`config.mk`:
```
export PLATFORM = sky130hd
export DESIGN_NAME = enemy_sprite_renderer
export DESIGN_NICKNAME = d
export VERILOG_FILES = /design/src/rtl/enemy_sprite_renderer.sv
export SDC_FILE = /design/constraint.sdc
export NUM_CORES = 1
export LEC_CHECK = 0
export BUFFER_PORTS_ARGS = -buffer_cell sky130_fd_sc_hd__buf_2
export CORE_ASPECT_RATIO = 0.6
export CORE_MARGIN = 5
export CORE_UTILIZATION = 41
export DETAILED_ROUTE_END_ITERATION = 10
export MAX_ROUTING_LAYER = met4
export SYNTH_ARGS = -nofsm -noshare
export SYNTH_HDL_FRONTEND = slang
export SYNTH_SLANG_ARGS = --single-unit
```
`constraint.sdc`:
```
create_clock -name clk -period 4.3 [get_ports clk]
set_input_delay 0.215 -clock clk [delete_from_list [all_inputs] [get_ports clk]]
set_output_delay 0.215 -clock clk [all_outputs]
set_load 0.01 [all_outputs]
```
`src/rtl/enemy_sprite_renderer.sv`:
```
// Erase/move/redraw sequencer for one enemy sprite, driving the VGA adapter pixel port.
// Each frame: erase the old box in the background colour, request one move, then redraw.
module enemy_sprite_renderer #(
  parameter int unsigned SPRITE_W  = 4,
  parameter int unsigned SPRITE_H  = 4,
  parameter logic [2:0]  BG_COLOUR = 3'b000,
  parameter int unsigned SCREEN_W  = 160,
  parameter int unsigned SCREEN_H  = 120
) (
  input  logic       clk,
  input  logic       reset,
  input  logic       run,
  input  logic [7:0] enemy_x,
  input  logic [6:0] enemy_y,
  input  logic [2:0] enemy_colour,
  input  logic       done_update,
  output logic       update_enemy,
  output logic [7:0] vga_x,
  output logic [6:0] vga_y,
  output logic [2:0] vga_colour,
  output logic       plot,
  output logic       frame_done
);

  typedef enum logic [2:0] {StIdle, StErase, StReq, StLatch, StDraw, StDone} state_e;

  localparam logic [2:0] LastPx = 3'(SPRITE_W - 1);
  localparam logic [2:0] LastPy = 3'(SPRITE_H - 1);

  state_e     state_q;
  logic       drawn_q;
  logic [7:0] old_x_q;
  logic [6:0] old_y_q;
  logic [2:0] px_q, py_q;

  logic [2:0]  nx_px, nx_py;
  logic        last_pixel;
  logic [15:0] step_pix, erase_start, draw_start;

  // Packs {visible, x[7:0], y[6:0]}; sums are widened so off-screen pixels never wrap on-screen.
  function automatic logic [15:0] pixel(input logic [7:0] bx, input logic [6:0] by,
                                        input logic [2:0] cx, input logic [2:0] cy);
    logic [8:0] sx;
    logic [7:0] sy;
    logic       vis;
    sx  = {1'b0, bx} + {6'd0, cx};
    sy  = {1'b0, by} + {5'd0, cy};
    vis = (32'(sx) < SCREEN_W) && (32'(sy) < SCREEN_H);
    return {vis, sx[7:0], sy[6:0]};
  endfunction

  always_comb begin
    nx_px = px_q + 3'd1;
    nx_py = py_q;
    if (px_q == LastPx) begin
      nx_px = 3'd0;
      nx_py = py_q + 3'd1;
    end
  end

  assign last_pixel  = (px_q == LastPx) && (py_q == LastPy);
  assign step_pix    = pixel(old_x_q, old_y_q, nx_px, nx_py);
  assign erase_start = pixel(old_x_q, old_y_q, 3'd0, 3'd0);
  assign draw_start  = pixel(enemy_x, enemy_y, 3'd0, 3'd0);

  // Outputs are computed one cycle ahead so each presented pixel lines up with its state cycle.
  always_ff @(posedge clk or negedge reset) begin
    if (!reset) begin
      state_q      <= StIdle;
      drawn_q      <= 1'b0;
      old_x_q      <= '0;
      old_y_q      <= '0;
      px_q         <= '0;
      py_q         <= '0;
      update_enemy <= 1'b0;
      vga_x        <= '0;
      vga_y        <= '0;
      vga_colour   <= '0;
      plot         <= 1'b0;
      frame_done   <= 1'b0;
    end else begin
      unique case (state_q)
        StIdle: begin
          if (run) begin
            if (drawn_q) begin
              state_q                <= StErase;
              px_q                   <= '0;
              py_q                   <= '0;
              {plot, vga_x, vga_y}   <= erase_start;
              vga_colour             <= BG_COLOUR;
            end else begin
              state_q <= StLatch;
            end
          end
        end
        StErase: begin
          if (last_pixel) begin
            state_q      <= StReq;
            plot         <= 1'b0;
            update_enemy <= 1'b1;
          end else begin
            px_q                 <= nx_px;
            py_q                 <= nx_py;
            {plot, vga_x, vga_y} <= step_pix;
          end
        end
        StReq: begin
          if (done_update) begin
            update_enemy <= 1'b0;
            state_q      <= StLatch;
          end
        end
        StLatch: begin
          old_x_q              <= enemy_x;
          old_y_q              <= enemy_y;
          px_q                 <= '0;
          py_q                 <= '0;
          {plot, vga_x, vga_y} <= draw_start;
          vga_colour           <= enemy_colour;
          state_q              <= StDraw;
        end
        StDraw: begin
          if (last_pixel) begin
            state_q    <= StDone;
            plot       <= 1'b0;
            drawn_q    <= 1'b1;
            frame_done <= 1'b1;
          end else begin
            px_q                 <= nx_px;
            py_q                 <= nx_py;
            {plot, vga_x, vga_y} <= step_pix;
          end
        end
        StDone: begin
          frame_done <= 1'b0;
          if (run) begin
            state_q              <= StErase;
            px_q                 <= '0;
            py_q                 <= '0;
            {plot, vga_x, vga_y} <= erase_start;
            vga_colour           <= BG_COLOUR;
          end else begin
            state_q <= StIdle;
          end
        end
        default: state_q <= StIdle;
      endcase
    end
  end

endmodule

```
==> impl_results.md <==
- Number of buffers between clock root and the deepest sink: 2
- Actual transition at the worst max-transition pin: 1.101 ns
- Cell at the root of the clock tree: sky130_fd_sc_hd__clkbuf_16
- Most frequent cell after synthesis: sky130_fd_sc_hd__nand2_1
- Per-instance average area after synthesis: 8.735 sq um
- Number of setup buffers added after CTS: 0
- Clock latency on the worst-skew pair: 0.29 ns
- Vias per cell: 5.679
- Reg2reg end: plot
- Synthesis Warnings: 0
- Seq cells post-synth: 46
- Result of the run: complete, no violations
- Capturing element type of the critical path: flip-flop
- Average wire length per cell after detail routing: 16.98 um
- Setup TNS after final layout: 0 ns
- Unrepaired setup endpoints after global routing: no
- Count of antenna-violating nets left after detailed routing: 0
- Number of gates resized after cts: 0
- Placeable core region: 6705 sq um
- Main combinational cell family by area after synthesis: compound AO/OA/AOI/OAI gates
- Area growth from synthesis to layout: 13.53%
- Clock Skews: 0.008326 ns
- Width of the die: 117.3 um
- Nets@finish: 387
- Clk sinks: 46
- Top cells by area in the synthesized netlist: sky130_fd_sc_hd__dfrtp_1 (41%), sky130_fd_sc_hd__nand2_1 (9.2%), sky130_fd_sc_hd__ha_1 (4.0%)
- VDD IR-drop max: 0.3172 mV
- Total power divided by cell area: 803.1 nW/um^2
- Min cycle time layout: 2.802 ns
- Residual DRC count: 0
- 1st-pass router iterations: 4
- Vias in the first global route: 2,321
- Sequence of cells on the critical path: ha_1, and2b_1, xnor2_1, ha_1, inv_1, fa_1, nor2b_1, nor3b_1, xnor2_1, nor2_1, o41ai_2
- Worst min-delay path class: in2async
- Max-cap check violation count: 0
- Number of antenna repair diodes: 0
- Maximum achievable frequency: 356.8 MHz
- Top_reg_cell synth: sky130_fd_sc_hd__dfrtp_1
- Post-synthesis mux area share: 1.459%
- Total global routing overflow: 0
- Final Max Slew Viols: 0
- Area leader, netlist: sky130_fd_sc_hd__dfrtp_1
- WHS: 0.1141 ns
- Final HPWL DP: 5300 um
- Area enclosed by the die boundary: 8719 sq um
- Synth Area in Simple Gates: 21.40%
- Critical path destination: plot
- Overall global routing resource usage: 19.35%
- Synth cell types: 58
- Required time of the critical path: 4.49 ns
- Fraction of layout cells with a size suffix above 1: 18.87%
- Clk pin slew, worst setup/hold paths: 0.07 ns
- Number of endpoints failing setup at the final stage: 0
- CTS tree: yes
- Global placer's final weighted congestion: 0.8698
- Synth Area in Compound Gates: 24.36%
- Biggest fanout along the worst timing path: 5
- Slowest library cell on the worst path: sky130_fd_sc_hd__dfrtp_1
- Net count of the mapped netlist: 357
- Async S/R FF share, synth: 100.0%
- Arithmetic-cell share of the synthesized area counting full adders, half adders and majority gates: 5.393%
- Worst reg2reg path startpoint: px_q[0]
- Period Utilization, post-route: 65.17%
- Worst max-slew margin expressed relative to the limit: 26.63%
- Row count: 23
- Lkg Pwr: 1.521 nW
- Largest net degree at the start of global routing: 47
- Total CTS buffers: 5
- Mapped Area: 2830 sq um
- Antenna violations before repair: 0
- Drt initial violations: 195
- Leading cell types by count after synthesis: sky130_fd_sc_hd__nand2_1 (69), sky130_fd_sc_hd__dfrtp_1 (46), sky130_fd_sc_hd__nor2_1 (28), sky130_fd_sc_hd__o21ai_0 (17), sky130_fd_sc_hd__buf_2 (15)
- Ports placed on the boundary: 43
- Post-synth EDFFs: 0
- Number of hold buffers added after cts: 0
- Slowest Stage Delay on Critical Path: 0.41 ns
- Setup slack of the worst register-to-register path: 1.50 ns
- Via count: 2,510
- Number of endpoints with negative hold slack in the final report: 0
- Total Wirelength: 7504 um
- Crit path DAT: 2.99 ns
- Synthesized instance count: 324
- Final std cell area, no fill: 3213 sq um
- Post-synth top area share: 40.67%
- Number of port buffers: 42
- Register area share after synthesis: 40.67%
- Initial cell density of the core: 42.21%
- Source of the critical timing path: px_q[0]
- Cell count of the worst reg-to-reg path: 11
- H-tree depth: 2
- Die outline height: 74.36 um
- Global-route wire length before repair: 12,180 um
- Xor and xnor area share after synthesis: 1.547%
- Critical path type: reg2reg
- Cell area after placement: 3048 sq um
- Kind of start point of the critical path: flip-flop
## kinds of logic after synthesis
group	after synthesis
AO/OA/AOI/OAI	97
XOR/XNOR	5
adder cells (fa/ha/maj)	11
buffers and inverters	29
flip-flops	46
multiplexers	4
AND/OR/NAND/NOR	132
## worst min path at each step
stage | start | to | slack, ns | cells past startpoint
finish | reset | vga_y[0] | 0.11 | 1
global route | enemy_x[0] | old_x_q[0] | 0.14 | 3
CTS | enemy_y[0] | old_y_q[0] | 0.12 | 3
detailed placement | enemy_x[2] | old_x_q[2] | 0.43 | 3
global placement | enemy_x[1] | old_x_q[1] | 0.43 | 3
floorplan | reset | drawn_q | -0.08 | 0
## flip-flops by register name, indices dropped and copies added (netlist names)
register      cells
old_x_q           8
vga_x             8
old_y_q           7
vga_y             7
px_q              3
py_q              3
state_q           3
vga_colour        3
drawn_q           1
frame_done        1
plot              1
update_enemy      1
## critical path: cells and delay by family, from the launching register on
family	cells	cell delay, ns
AO/OA/AOI/OAI	1	0.31
XOR/XNOR	2	0.32
adder cells (fa/ha/maj)	3	0.85
buffers and inverters	1	0.05
flip-flops	1	0.41
AND/OR/NAND/NOR	4	0.75
## per-layer routing
layer | track usage (%) | routed length [um] | up-vias
met5 | - | 0 | -
met4 | 5.216 | 45 | 0
met3 | 4.634 | 502 | 4
met2 | 25.63 | 2868 | 73
met1 | 29.03 | 4088 | 1209
li1 | - | - | 1224
## final cells by class
type                            instances  area [sq um]
Clock inverter                          3         40.04
Sequential cell                        46          1151
Inverter                                8         30.03
Tap cell                               87         108.9
Clock buffer                            5         125.1
Timing Repair Buffer                   44         225.2
Fill cell                             667          3492
Multi-Input combinational cell        249          1533
## stage by stage
step                      cells  setup WS, ns  utilization [%]  power [mW]
after floorplan             324         1.800                -       1.812
after global placement      434         1.673            45.46       2.129
after detailed placement    434         1.564            45.46       2.139
after CTS                   442         1.512            47.92       2.596
after global routing        442         1.284            47.92       2.803
final                       442         1.498            47.92       2.581
## report_power, final
| group | internal (mW) | leakage, nW | switching [mW] |
|---|---|---|---|
| clock network | 0.272 | 0.0836 | 0.167 |
| logic | 0.526 | 0.864 | 0.737 |
| registers | 0.621 | 0.574 | 0.257 |
## cell usage in the layout (no fill, tap or decap), types with 5 or more instances in the layout
cell type	synthesis	routed
sky130_fd_sc_hd__clkbuf_16	0	5
sky130_fd_sc_hd__nand3_1	7	7
sky130_fd_sc_hd__a21oi_1	10	10
sky130_fd_sc_hd__o31ai_1	9	9
sky130_fd_sc_hd__o21a_1	7	7
sky130_fd_sc_hd__o21ai_0	17	17
sky130_fd_sc_hd__nand4_1	6	6
sky130_fd_sc_hd__a22o_1	5	5
sky130_fd_sc_hd__buf_2	15	42
sky130_fd_sc_hd__a31oi_1	11	11
sky130_fd_sc_hd__nor2_1	28	28
sky130_fd_sc_hd__inv_1	7	7
sky130_fd_sc_hd__nand2_1	69	69
sky130_fd_sc_hd__o21ai_1	6	6
sky130_fd_sc_hd__dfrtp_1	46	46
sky130_fd_sc_hd__ha_1	9	9
No activity file was read; power rests on OpenSTA's default activity.
